**src/rtl/vga_scan_driver_pkg.sv**
```systemverilog
// rtl/vga_scan_driver_pkg.sv - VGA 640x480 timing constants, RGB332 layout and colour helpers
package vga_scan_driver_pkg;

  localparam int H_ACTIVE = 640;
  localparam int H_FP     = 16;
  localparam int H_SYNC   = 96;
  localparam int H_BP     = 48;
  localparam int V_ACTIVE = 480;
  localparam int V_FP     = 10;
  localparam int V_SYNC   = 2;
  localparam int V_BP     = 33;
  localparam int H_TOTAL  = H_ACTIVE + H_FP + H_SYNC + H_BP;
  localparam int V_TOTAL  = V_ACTIVE + V_FP + V_SYNC + V_BP;

  localparam int COORD_W = 11;
  localparam int RGB_W   = 8;
  localparam int DAC_W   = 4;

  localparam int RGB_R_MSB = 7;
  localparam int RGB_R_LSB = 5;
  localparam int RGB_G_MSB = 4;
  localparam int RGB_G_LSB = 2;
  localparam int RGB_B_MSB = 1;
  localparam int RGB_B_LSB = 0;

  localparam logic [RGB_W-1:0] COLOR_BLACK = 8'h00;

  typedef struct packed {
    logic hs;
    logic vs;
    logic act;
  } timing_t;

  // 3-bit channel to 4-bit DAC: repeat the MSB so full scale maps to full scale
  function automatic logic [DAC_W-1:0] expand3(input logic [2:0] c);
    return {c, c[2]};
  endfunction

endpackage

```
**src/rtl/vga_scan_driver_if.sv**
```systemverilog
// rtl/vga_scan_driver_if.sv - renderer-facing scan bus and VGA pins of the scan driver
interface vga_scan_driver_if;
  import vga_scan_driver_pkg::*;

  logic               pix_en;
  logic [RGB_W-1:0]   RGB_in;
  logic [COORD_W-1:0] pixelX;
  logic [COORD_W-1:0] pixelY;
  logic               frame_start;
  logic               vga_hs;
  logic               vga_vs;
  logic [DAC_W-1:0]   vga_r;
  logic [DAC_W-1:0]   vga_g;
  logic [DAC_W-1:0]   vga_b;

  modport master (
    input  pix_en, RGB_in,
    output pixelX, pixelY, frame_start, vga_hs, vga_vs, vga_r, vga_g, vga_b
  );

  modport slave (
    output pix_en, RGB_in,
    input  pixelX, pixelY, frame_start, vga_hs, vga_vs, vga_r, vga_g, vga_b
  );

endinterface

```
**src/rtl/vga_scan_driver_pipe_delay.sv**
```systemverilog
// rtl/vga_scan_driver_pipe_delay.sv - enable-gated shift register; DEPTH=0 is a plain wire
module vga_scan_driver_pipe_delay #(
  parameter int               WIDTH     = 1,
  parameter int               DEPTH     = 1,
  parameter logic [WIDTH-1:0] RESET_VAL = '0
) (
  input  logic             clk,
  input  logic             reset,
  input  logic             en,
  input  logic [WIDTH-1:0] d,
  output logic [WIDTH-1:0] q
);

  generate
    if (DEPTH == 0) begin : g_bypass
      assign q = d;
    end else begin : g_shift
      logic [WIDTH-1:0] stage [DEPTH];

      always_ff @(posedge clk) begin
        if (reset) begin
          for (int i = 0; i < DEPTH; i++) stage[i] <= RESET_VAL;
        end else if (en) begin
          stage[0] <= d;
          for (int i = 1; i < DEPTH; i++) stage[i] <= stage[i-1];
        end
      end

      assign q = stage[DEPTH-1];
    end
  endgenerate

endmodule

```
**src/rtl/vga_scan_driver.sv**
```systemverilog
// rtl/vga_scan_driver.sv - VGA scan counters, sync generation aligned to renderer latency, RGB332 to 4-4-4 DAC
module vga_scan_driver
  import vga_scan_driver_pkg::*;
#(
  parameter int H_ACTIVE        = vga_scan_driver_pkg::H_ACTIVE,
  parameter int H_FP            = vga_scan_driver_pkg::H_FP,
  parameter int H_SYNC          = vga_scan_driver_pkg::H_SYNC,
  parameter int H_BP            = vga_scan_driver_pkg::H_BP,
  parameter int V_ACTIVE        = vga_scan_driver_pkg::V_ACTIVE,
  parameter int V_FP            = vga_scan_driver_pkg::V_FP,
  parameter int V_SYNC          = vga_scan_driver_pkg::V_SYNC,
  parameter int V_BP            = vga_scan_driver_pkg::V_BP,
  parameter int PIPE_DELAY      = 1,
  parameter bit SYNC_ACTIVE_LOW = 1'b1
) (
  input  logic               clk,
  input  logic               reset,
  vga_scan_driver_if.master  bus
);

  localparam int HTOT = H_ACTIVE + H_FP + H_SYNC + H_BP;
  localparam int VTOT = V_ACTIVE + V_FP + V_SYNC + V_BP;

  localparam logic [COORD_W-1:0] X_LAST = COORD_W'(HTOT - 1);
  localparam logic [COORD_W-1:0] Y_LAST = COORD_W'(VTOT - 1);
  localparam logic [COORD_W-1:0] X_ACT  = COORD_W'(H_ACTIVE);
  localparam logic [COORD_W-1:0] Y_ACT  = COORD_W'(V_ACTIVE);
  localparam logic [COORD_W-1:0] HS_BEG = COORD_W'(H_ACTIVE + H_FP);
  localparam logic [COORD_W-1:0] HS_END = COORD_W'(H_ACTIVE + H_FP + H_SYNC);
  localparam logic [COORD_W-1:0] VS_BEG = COORD_W'(V_ACTIVE + V_FP);
  localparam logic [COORD_W-1:0] VS_END = COORD_W'(V_ACTIVE + V_FP + V_SYNC);

  logic [COORD_W-1:0] x_q;
  logic [COORD_W-1:0] y_q;
  logic               fs_q;
  logic               x_last;
  logic               y_last;

  assign x_last = (x_q == X_LAST);
  assign y_last = (y_q == Y_LAST);

  always_ff @(posedge clk) begin
    if (reset) begin
      x_q  <= '0;
      y_q  <= '0;
      fs_q <= 1'b0;
    end else begin
      fs_q <= 1'b0;
      if (bus.pix_en) begin
        fs_q <= x_last && y_last;
        if (x_last) begin
          x_q <= '0;
          y_q <= y_last ? '0 : y_q + 1'b1;
        end else begin
          x_q <= x_q + 1'b1;
        end
      end
    end
  end

  timing_t raw_t;
  timing_t dly_t;

  always_comb begin
    raw_t     = '0;
    raw_t.hs  = (x_q >= HS_BEG) && (x_q < HS_END);
    raw_t.vs  = (y_q >= VS_BEG) && (y_q < VS_END);
    raw_t.act = (x_q < X_ACT) && (y_q < Y_ACT);
  end

  // Delay line matches the renderer's latency so syncs and blanking line up with RGB_in
  vga_scan_driver_pipe_delay #(
    .WIDTH     ($bits(timing_t)),
    .DEPTH     (PIPE_DELAY),
    .RESET_VAL ('0)
  ) u_pipe (
    .clk   (clk),
    .reset (reset),
    .en    (bus.pix_en),
    .d     (raw_t),
    .q     (dly_t)
  );

  logic [RGB_W-1:0] pix_c;
  logic             hs_q;
  logic             vs_q;
  logic [DAC_W-1:0] r_q;
  logic [DAC_W-1:0] g_q;
  logic [DAC_W-1:0] b_q;

  assign pix_c = dly_t.act ? bus.RGB_in : COLOR_BLACK;

  always_ff @(posedge clk) begin
    if (reset) begin
      hs_q <= SYNC_ACTIVE_LOW;
      vs_q <= SYNC_ACTIVE_LOW;
      r_q  <= '0;
      g_q  <= '0;
      b_q  <= '0;
    end else if (bus.pix_en) begin
      hs_q <= dly_t.hs ^ SYNC_ACTIVE_LOW;
      vs_q <= dly_t.vs ^ SYNC_ACTIVE_LOW;
      r_q  <= expand3(pix_c[RGB_R_MSB:RGB_R_LSB]);
      g_q  <= expand3(pix_c[RGB_G_MSB:RGB_G_LSB]);
      b_q  <= {pix_c[RGB_B_MSB:RGB_B_LSB], pix_c[RGB_B_MSB:RGB_B_LSB]};
    end
  end

  assign bus.pixelX      = x_q;
  assign bus.pixelY      = y_q;
  assign bus.frame_start = fs_q;
  assign bus.vga_hs      = hs_q;
  assign bus.vga_vs      = vs_q;
  assign bus.vga_r       = r_q;
  assign bus.vga_g       = g_q;
  assign bus.vga_b       = b_q;

endmodule
```
**src/flat_wrapper.sv**
```systemverilog
// flat-port wrapper written by rule: the top's interface ports become plain ports
module vga_scan_driver_flat import vga_scan_driver_pkg::*;
#(
  parameter int H_ACTIVE        = vga_scan_driver_pkg::H_ACTIVE,
  parameter int H_FP            = vga_scan_driver_pkg::H_FP,
  parameter int H_SYNC          = vga_scan_driver_pkg::H_SYNC,
  parameter int H_BP            = vga_scan_driver_pkg::H_BP,
  parameter int V_ACTIVE        = vga_scan_driver_pkg::V_ACTIVE,
  parameter int V_FP            = vga_scan_driver_pkg::V_FP,
  parameter int V_SYNC          = vga_scan_driver_pkg::V_SYNC,
  parameter int V_BP            = vga_scan_driver_pkg::V_BP,
  parameter int PIPE_DELAY      = 1,
  parameter bit SYNC_ACTIVE_LOW = 1'b1
)
  (clk, reset, bus_pix_en, bus_RGB_in, bus_pixelX, bus_pixelY, bus_frame_start, bus_vga_hs, bus_vga_vs, bus_vga_r, bus_vga_g, bus_vga_b);
  vga_scan_driver_if bus_i ();
  input  logic clk;
  input  logic reset;
  input wire logic [$bits(bus_i.pix_en)-1:0] bus_pix_en;
  input wire logic [$bits(bus_i.RGB_in)-1:0] bus_RGB_in;
  output wire logic [$bits(bus_i.pixelX)-1:0] bus_pixelX;
  output wire logic [$bits(bus_i.pixelY)-1:0] bus_pixelY;
  output wire logic [$bits(bus_i.frame_start)-1:0] bus_frame_start;
  output wire logic [$bits(bus_i.vga_hs)-1:0] bus_vga_hs;
  output wire logic [$bits(bus_i.vga_vs)-1:0] bus_vga_vs;
  output wire logic [$bits(bus_i.vga_r)-1:0] bus_vga_r;
  output wire logic [$bits(bus_i.vga_g)-1:0] bus_vga_g;
  output wire logic [$bits(bus_i.vga_b)-1:0] bus_vga_b;
  assign bus_i.pix_en = bus_pix_en;
  assign bus_i.RGB_in = bus_RGB_in;
  assign bus_pixelX = bus_i.pixelX;
  assign bus_pixelY = bus_i.pixelY;
  assign bus_frame_start = bus_i.frame_start;
  assign bus_vga_hs = bus_i.vga_hs;
  assign bus_vga_vs = bus_i.vga_vs;
  assign bus_vga_r = bus_i.vga_r;
  assign bus_vga_g = bus_i.vga_g;
  assign bus_vga_b = bus_i.vga_b;
  vga_scan_driver #(.H_ACTIVE(H_ACTIVE), .H_FP(H_FP), .H_SYNC(H_SYNC), .H_BP(H_BP), .V_ACTIVE(V_ACTIVE), .V_FP(V_FP), .V_SYNC(V_SYNC), .V_BP(V_BP), .PIPE_DELAY(PIPE_DELAY), .SYNC_ACTIVE_LOW(SYNC_ACTIVE_LOW)) u_core (.clk(clk), .reset(reset), .bus(bus_i));
endmodule
```
**config.mk**
```make
export PLATFORM = sky130hd
export DESIGN_NAME = vga_scan_driver_flat
export DESIGN_NICKNAME = d
export VERILOG_FILES = /design/src/rtl/vga_scan_driver_pkg.sv /design/src/rtl/vga_scan_driver_if.sv /design/src/rtl/vga_scan_driver_pipe_delay.sv /design/src/rtl/vga_scan_driver.sv /design/src/flat_wrapper.sv
export SDC_FILE = /design/constraint.sdc
export NUM_CORES = 1
export LEC_CHECK = 0
export BUFFER_PORTS_ARGS = -buffer_cell sky130_fd_sc_hd__buf_4
export CORE_MARGIN = 2
export CORE_UTILIZATION = 45
export CTS_BUF_LIST = sky130_fd_sc_hd__clkbuf_8
export DETAILED_ROUTE_END_ITERATION = 10
export PLACE_DENSITY = 0.81
export SLEW_MARGIN = 0
export SYNTH_ARGS = -nofsm -noshare
export SYNTH_HDL_FRONTEND = slang
export SYNTH_HIERARCHICAL = 1
export SYNTH_SLANG_ARGS = --single-unit
```
**constraint.sdc**
```tcl
create_clock -name clk -period 2 [get_ports clk]
set_input_delay 0.4 -clock clk [delete_from_list [all_inputs] [get_ports clk]]
set_output_delay 0.4 -clock clk [all_outputs]
set_load 0.01 [all_outputs]
```
### Word level (Yosys, flattened, before mapping)

Memories as Yosys holds them, arrays and structs flattened.
Index checks and enable logic that the tools add are counted.

* bits in registers: 37
* memory bits (writable): 3
* input port bits: 11
* output and inout port bits: 37
* logic and storage cells: 39
* memories kept: 1

* add/subtract/negate cells: 2
* order comparisons: 6
* equal/unequal tests: 2
* multiplexer cells: 10
* bitwise logic cells: 3
* reductions and logical operators: 7

Memories
* u_core.u_pipe.g_shift.stage: words 1, bits a word 3, read ports 1, clocked after memory_dff 0, wr ports 1, line vga_scan_driver_pipe_delay.sv:18 `logic [WIDTH-1:0] stage [DEPTH];`

Operator list (number)
* $add 11x1->11 const B: 2
* $eq 11x10->1 const B: 2
* $lt 11x10->1 const B: 2
* $lt 11x9->1 const B: 2
* $mux 11: 2
* $ge 11x10->1 const B: 1
* $ge 11x9->1 const B: 1
* $mux 8: 1
* $mux 1: 6
* $logic_and 1x1->1: 4
* $mux 3: 1
* $not 1->1: 3
* $reduce_or 3->1: 1
* $reduce_and 2->1: 1
* $reduce_or 2->1: 1

### Longest topological paths before layout

Gate-level depths: netlist of the first run.

* depth after elaboration: 5
* mapped depth: 7

### Modules after synthesis

Netlist of the first run, hierarchy kept.

By module, submodules not included
* vga_scan_driver: instances 1, cells each 188, area an instance 1589.0 sq um, sequential area each 660.6 sq um
* vga_scan_driver_pipe_delay: instances 1, cells each 7, area an instance 122.6 sq um, sequential area each 90.1 sq um

### Worst setup path after synthesis of the first run

No wires, ideal clock.

* path type: flip-flop to flip-flop
* start: reg u_core.x_q[4] (netlist: u_core/bus.pixelX[4])
* end: reg u_core.y_q[8] (netlist: u_core/bus.pixelY[8])
* arrival: 2.108 ns
* required time: 1.930 ns
* slack: -0.178 ns
* stages on the path, launching flop included: 7
* buffers on the path: 2
* clock period less this slack: 2.178 ns
* path through: dfxtp_1 > buf_4 > or4b_1 > or4_1 > buf_2 > or4_1 > a21oi_1

* word-level cells in the longest chain between the ends: 2

Ends and longest elaborated chain
* from (decl): line vga_scan_driver.sv:33 `logic [COORD_W-1:0] x_q;`
* from (signal assigned): line vga_scan_driver.sv:55 `x_q <= x_q + 1'b1;`
* $eq 11x10->1: line vga_scan_driver.sv:39 `assign x_last = (x_q == X_LAST);`
* $reduce_and 2->1 (no source line)
* to (signal assigned): line vga_scan_driver.sv:53 `y_q <= y_last ? '0 : y_q + 1'b1;`
* to (decl): line vga_scan_driver.sv:34 `logic [COORD_W-1:0] y_q;`

No other way between the ends.
A chain may end at the register's enable or synchronous reset.

### Worst setup path in the final report of the first run

* start: reg u_core.x_q[6] (netlist: u_core/bus.pixelX[6])
* end: reg u_core.y_q[8] (netlist: u_core/bus.pixelY[8])

The elaborated chain is that of the path after synthesis.

==> results of run 1 <==
## timing repair
item                       in CTS  in global routing
pin swaps                       0                  3
gates resized for setup         3                  7
setup buffers                   1                  0
gates cloned                    1                  1
setup endpoints to repair       4                 19
## layout make-up
cell class	count	area [um^2]
timing repair buffer	64	492
clock inverter	3	42.5
clock buffer	5	68.8
fill	332	1320
inverter	6	22.5
multi-input combinational	140	901
sequential	36	756
tap	48	60.1
## critical path, delay by kind of cell (launching register included)
kind | cells | cell delay [ns]
compound gates | 1 | 0.13
buf+inv | 1 | 0.15
flops | 1 | 0.31
simple gates | 3 | 1.40
## layer usage
metal / track usage (%) / share of wire [%] / up-vias
met5: 0 / 0 / -
met4: 7.03 / 1.1 / 0
met3: 5.65 / 7.1 / 9
met2: 31.3 / 49 / 56
met1: 23.2 / 43 / 736
li1: - / - / 794
## Yosys cell counts
cell type  number
xor2_1          5
and2_1          2
or2_1           1
a21oi_1        17
or3_1           3
nor3_1          5
xnor2_1         6
nand2b_1        2
nand3b_1        1
or2b_2          1
nand2_1        10
nor2b_1         8
dfxtp_1        33
o21ba_2         1
buf_6           1
and3b_1         3
or4b_1          1
or4_1           3
inv_1           6
o21ai_0         9
buf_4           6
o41ai_1         1
or3_2           2
o21a_1          1
nand4bb_1       1
nand3_1         7
and4_2          1
clkbuf_1        4
o31ai_1         1
edfxtp_1        3
ha_1            5
buf_2           2
and4b_1         1
nand4_1         8
nor4_1          3
and3_2          1
or3b_2          1
and4_1          2
nor2_1         25
mux2i_1         1
a31o_2          1
## power breakdown
part	switching, uW	internal, uW	total (uW)
Clock	264	369	633
Combinational	49.1	54.3	103
Sequential	8.45	742	750
## cell usage in the layout (no fill, tap or decap), types with 3 or more instances in the layout
cell and instances:
nand3_1 7, xnor2_1 6, nor2_1 25, dfxtp_1 29
nand4_1 8, a21oi_2 4, clkbuf_8 5, nor2b_1 8
dfxtp_2 4, inv_1 6, or3_1 3, buf_4 60
nand2_1 10, xor2_1 5, ha_1 5, a21oi_1 13
edfxtp_1 3, o21ai_0 7, and3b_1 3, nor4_1 3
nor3_1 5
## flip-flops by register name, indices dropped and copies added, names as in the netlist
register                     count
u_core/bus.pixelX               11
u_core/bus.pixelY               11
u_core/bus.vga_g                 3
u_core/bus.vga_r                 3
u_core/u_pipe/g_shift.stage      3
u_core/bus.vga_b                 2
u_core/bus.frame_start           1
u_core/bus.vga_hs                1
u_core/bus.vga_vs                1
## worst min-delay path by stage
stage / end / slack [ns] / depth (start not counted)
floorplan: u_core/bus.vga_hs / 0.50 / 3
global route: u_core/bus.vga_r[0] / 0.33 / 3
global placement: u_core/bus.vga_hs / 0.47 / 2
detailed placement: u_core/bus.vga_hs / 0.48 / 2
CTS: u_core/bus.vga_r[0] / 0.33 / 3
finish: u_core/bus.vga_r[0] / 0.33 / 3
## cells by family (layout without fill, tap and decap cells)
kind of cell               after synthesis  count (layout)
and+or+nand+nor                         92              92
DFF                                     36              36
AOI/OAI and AO/OA                       31              31
buffers and inverters                   19              78
xor gates and xnor gates                11              11
adders and majority gates                5               5
muxes                                    1               1
## through the flow
step                utilization, %  hold WS (ns)
finish                        64.0         0.333
CTS                           63.3         0.327
global placement              59.6         0.465
floorplan                        -         0.497
global route                  64.0         0.334
detailed placement            59.6         0.480
==> reports/results.tsv, run 1 <==
stage	metric	value	unit
finish	drive_gt1_share	36.2	%
floorplanning	fp.coreArea	3660	um^2
floorplanning	placementRows	22	
placement	gp_congestion	0.842	
setup_path	worstSetupEndpoint	u_core/bus.pixelY[8]	
cts	cts_buffer_depth	2	
run	maxCapViolCount	0	
yosys	netlist-cell-type-count	41	
setup_path	cp-startpoint	u_core/bus.pixelX[6]	
floorplanning	die_height	65.7	um
cts	root_buffer	clkbuf_8	
cts	cts_buffers	5	
pwr	p_leak	0.000946	uW
yosys	synthTopCellsByArea	dfxtp_1 39%, nor2_1 5.5%, edfxtp_1 5.3%, a21oi_1 5.0%, ha_1 3.7%	
placement	dpl.hpwl	2630	um
timing	finClkSkew	0.00720	ns
floorplanning	dieArea	4310	um^2
yosys	syn_inst	195	
setup_path	worstSetupStartpointType	flip-flop	
pwr	ir_drop	0.469	mV
status	status	finished with violations	
setup_path	reg2reg_from	u_core/bus.pixelX[6]	
finish	antennaDiodeCount	0	
drt	dr.pass1.iters	5	
yosys	yosysWarnings	6	
pwr	total_power	1490	uW
cts	clk_pin_slew	0.08	ns
timing	layout_setup_ws	-0.0548	ns
timing	fmax	487	MHz
placement	dp_worst_setup_slack	-0.108	ns
yosys	synth-simple-area-share	30.1	%
status	failed_checks	setup timing	
pwr	powerDensity	635	nW/um^2
timing	grt_setup_unrepaired	yes	
setup_path	end_kind	flip-flop	
yosys	synth_top_area_share	38.6	%
timing	timing.slew.headroom	73.0	%
global_routing	grt_pass1_wl	6240	um
cts	cts_tree	yes	
setup_path	cp.required	2.23	ns
setup_path	crit_chain	or4b_4, or4_4, buf_6, or4_4, a21oi_2	
drt	drt_wl_total	4060	um
cts	cts.sinks	36	
cts	holdBufCountCts	0	
hold_path	hp-class	primary input to flip-flop	
global_routing	antenna_found_initial	0	
drt	via_per_inst	5.28	
yosys	yosysTopAreaCell	dfxtp_1	
yosys	synth_area	1710	um^2
timing	fin_crit_sh	103	%
setup_path	rr_endpoint	u_core/bus.pixelY[8]	
floorplanning	dieWidth	65.7	um
cts	ctsHtreeMaxLevel	2	
yosys	yosysSeqAreaShare	43.9	%
floorplanning	initial_utilization	46.8	%
global_routing	grt_pass1_vias	1389	
timing	period_needed	2.05	ns
yosys	synth_xor_area_share	5.63	%
placement	place_inst	291	
setup_path	worstSetupPathType	flip-flop to flip-flop	
yosys	syn_nets	211	
drt	drt_iter0_drc	61	
yosys	synth_top_family_by_area	simple AND/OR/NAND/NOR gates	
finish	design_area	2340	um^2
floorplanning	ios	48	
placement	dpl_cell_area	2180	um^2
placement	port_buffers	47	
yosys	synth_compound_area_share	10.1	%
setup_path	cp_common_cell	or4_4	
global_routing	grt_start_max_net_pins	22	
yosys	synthAdderAreaFrac	3.65	%
finish	area_growth	36.8	%
hold_path	worstHoldStart	bus_RGB_in[7]	
timing	final_max_slew_viol_count	0	
yosys	syn_area_per_cell	8.78	um^2
setup_path	slowest_stage	or4b_4	
setup_path	r2r_setup_slack	-0.05	ns
yosys	ys_seq_elements	36	
drt	routedWlPerCell	13.4	um
drt	vias	1595	
yosys	synthMuxAreaShare	0.585	%
drt	antenna_left	0	
timing	worst_pin_slew	0.401	ns
drt	drc	0	
setup_path	cp.arrival	2.29	ns
setup_path	timing.reg2reg.worst_path_depth	5	
global_routing	grt_usage	19.0	%
timing	hold_viol_final	0	
setup_path	path_max_fanout	5	
setup_path	slowest_delay	0.53	ns
timing	finalSetupViolCount	1	
global_routing	overflow	0	
timing	tns	-0.0548	ns
cts	insertion_delay	0.29	ns
finish	nets	269	
finish	final_cells	302	
Note: power is estimated with default switching activity, not from simulation.
==> run 2, diff against run 1 <==
--- a/config.mk
+++ b/config.mk
@@ -10,6 +10,7 @@
 export CORE_UTILIZATION = 45
 export CTS_BUF_LIST = sky130_fd_sc_hd__clkbuf_8
 export DETAILED_ROUTE_END_ITERATION = 10
+export GPL_TIMING_DRIVEN = 0
 export PLACE_DENSITY = 0.81
 export SLEW_MARGIN = 0
 export SYNTH_ARGS = -nofsm -noshare
==> run 2 against run 1 <==
Effect of this change:
- the run still ends with setup timing left
- total power shrank 10%
- sequential cell count unchanged
- sequential power barely moved
- routed wire length fell by 0.94%
- highest routed layer unchanged
- cell count increased by 3.0%
- critical endpoint unchanged
- maximum frequency up 0.70%
- register-to-register slack barely moved
- via count rose by 2.4%
- utilization increased by 2.0 points
- count of clock-buffer cells in the layout unchanged
- sequential share of layout area decreased by 0.93 points
- clock skew is 0.00076 ns lower
==> reports/results.tsv, run 2 (synthesized netlist as in run 1, its figures left out) <==
stage	metric	value	unit	change
drt	met3_length	205	um	was 289 um
drt	routedWlPerCell	12.9	um	was 13.4 um
setup_path	worstSetupStartpointType	flip-flop		unchanged
timing	period_needed	2.04	ns	was 2.05 ns
setup_path	reg2reg_from	u_core/bus.pixelX[4]		was u_core/bus.pixelX[6]
cts	insertion_delay	0.28	ns	was 0.29 ns
timing	finClkSkew	0.00644	ns	was 0.00720 ns
cts	cts_tree	yes		unchanged
setup_path	cp_common_cell	buf_6		was or4_4
cts	cts_buffers	5		unchanged
finish	final_cell_mix	62 x buf_4, 28 x dfxtp_1, 25 x nor2_1, 15 x a21oi_1, 10 x nand2_1		was 60 x buf_4, 29 x dfxtp_1, 25 x nor2_1, 13 x a21oi_1, 10 x nand2_1
drt	drt_wl_total	4020	um	was 4060 um
global_routing	grt_start_max_net_pins	14		was 22
status	failed_checks	setup timing		unchanged
cts	cts_buffer_depth	2		unchanged
setup_path	rr_endpoint	u_core/bus.pixelY[8]		unchanged
placement	place_inst	290		was 291
setup_path	crit_chain	buf_6, or4b_4, or4_4, buf_6, o31ai_2, a21oi_2		was or4b_4, or4_4, buf_6, or4_4, a21oi_2
drt	dr.pass1.iters	4		was 5
setup_path	crit_buf_inv	2		was 1
drt	drt_iter0_drc	100		was 61
drt	top_layer	met4		unchanged
global_routing	overflow	0		unchanged
hold_path	hp-class	primary input to flip-flop		unchanged
floorplanning	fp.coreArea	3660	um^2	unchanged
global_routing	grt_pass1_wl	5870	um	was 6240 um
cts	cts.sinks	36		unchanged
pwr	total_power	1340	uW	was 1490 uW
floorplanning	dieArea	4310	um^2	unchanged
timing	hold_viol_final	0		unchanged
hold_path	min_path_cells	3		unchanged
finish	final_cells	311		was 302
floorplanning	initial_utilization	46.8	%	unchanged
cts	clk_pin_slew	0.07	ns	was 0.08 ns
finish	area_growth	41.2	%	was 36.8%
global_routing	antenna_found_initial	0		unchanged
setup_path	path_max_fanout	7		was 5
hold_path	worstHoldStart	bus_RGB_in[2]		was bus_RGB_in[7]
floorplanning	placementRows	22		unchanged
setup_path	r2r_setup_slack	-0.04	ns	was -0.05 ns
finish	antennaDiodeCount	0		unchanged
setup_path	end_kind	flip-flop		unchanged
placement	dpl.hpwl	2570	um	was 2630 um
setup_path	timing.reg2reg.worst_path_depth	6		was 5
timing	tns	-0.0463	ns	was -0.0548 ns
finish	multi_input_area	931	um^2	was 901 um^2
setup_path	slowest_stage	or4_4		was or4b_4
timing	worst_pin_slew	0.437	ns	was 0.401 ns
drt	dr_wl_met2	1990	um	was 1980 um
floorplanning	ios	48		unchanged
timing	grt_setup_unrepaired	yes		unchanged
timing	holdWs	0.339	ns	was 0.333 ns
timing	finalSetupViolCount	3		was 1
finish	seq_area	757	um^2	was 756 um^2
timing	timing.slew.headroom	70.6	%	was 73.0%
hold_path	worstHoldEndpoint	u_core/bus.vga_g[1]		was u_core/bus.vga_r[0]
finish	mostFrequentLayoutCell	buf_4		unchanged
drt	vias	1633		was 1595
pwr	ir_drop	0.335	mV	was 0.469 mV
pwr	p_leak	0.000983	uW	was 0.000946 uW
placement	gp_congestion	0.809		was 0.842
timing	layout_setup_ws	-0.0405	ns	was -0.0548 ns
setup_path	cp.required	2.17	ns	was 2.23 ns
cts	ctsHtreeMaxLevel	2		unchanged
timing	fmax	490	MHz	was 487 MHz
timing	final_max_slew_viol_count	0		unchanged
run	maxCapViolCount	0		unchanged
timing	fin_crit_sh	102	%	was 103%
status	status	finished with violations		unchanged
drt	drc	0		unchanged
setup_path	worstSetupPathType	flip-flop to flip-flop		unchanged
cts	root_buffer	clkbuf_8		unchanged
drt	drt-met1-wl	1760	um	was 1740 um
finish	fillCellCount	320		was 332
finish	drive_gt1_share	37.3	%	was 36.2%
floorplanning	die_height	65.7	um	unchanged
setup_path	crit_family	simple AND/OR/NAND/NOR gates		unchanged
setup_path	slowest_delay	0.49	ns	was 0.53 ns
global_routing	grt_pass1_vias	1318		was 1389
pwr	powerDensity	554	nW/um^2	was 635 nW/um^2
drt	via_per_inst	5.25		was 5.28
drt	antenna_left	0		unchanged
global_routing	grt_usage	17.8	%	was 19.0%
placement	port_buffers	47		unchanged
floorplanning	dieWidth	65.7	um	unchanged
setup_path	cp.arrival	2.22	ns	was 2.29 ns
finish	nets	278		was 269
## run 2: cell count changes in the layout (fill, tap and decap cells not counted), moves of 2 or more
cell | before | now
buf_4 | 60 | 62
a21oi_1 | 13 | 15
a21oi_2 | 4 | 2
clkbuf_1 | 0 | 3
## run 2: how the worst max path moves through the flow
stage	slack, ns	startpoint	depth (start not counted)	endpoint
3_5_place_dp	-0.44	bus_pix_en	6	u_core/bus.pixelY[9]
6_report	-0.04	u_core/bus.pixelX[4]	6	u_core/bus.pixelY[8]
3_3_place_gp	-0.43	bus_pix_en	6	u_core/bus.pixelY[10]
5_1_grt	-0.08	u_core/bus.pixelX[4]	6	u_core/bus.pixelY[8]
4_1_cts	-0.04	u_core/bus.pixelX[4]	6	u_core/bus.pixelY[0]
2_1_floorplan	-0.09	u_core/bus.pixelX[4]	6	u_core/bus.pixelY[8]
## run 2: layer usage
metal  track usage [%]  vias up
met5                 0        -
met4              8.33        0
met3              5.31        6
met2              27.4       55
met1              22.6      757
li1                  -      815
## run 2: worst min-delay path, cell delays in order
cell and delay, ns:
buf_4 0.08, a21oi_1 0.05, nor2_1 0.07
## run 2: final cells by class
type / instances / area share, %
Multi-Input combinational cell: 141 / 38.5
Sequential cell: 36 / 31.3
Timing Repair Buffer: 60 / 19.3
Buffer: 12 / 4.04
Clock buffer: 5 / 2.85
Tap cell: 48 / 2.49
Inverter: 6 / 0.932
Clock inverter: 3 / 0.570
## run 2: metrics by stage
step	worst slack [ns]	instance area [um^2]	utilization, %
after floorplan	-0.0923	1760	-
after global placement	-0.431	2170	59.3
after detailed placement	-0.441	2170	59.3
after CTS	-0.0371	2270	61.9
after global routing	-0.0825	2420	66.0
final	-0.0405	2420	66.0
## run 2: power breakdown
part	switching, uW	total [uW]	internal, uW
sequential	10.2	752	742
combinational	48.1	108	60.3
clock	241	477	236
## run 2: what timing repair did
item / in CTS / in global routing
endpoints found under the setup margin: 22 / 11
setup buffers: 1 / 10
hold buffers: 0 / 0
pin swaps: 1 / 1
gates resized for setup: 5 / 7
hold endpoints to repair: 0 / 0
cloned: 0 / 3
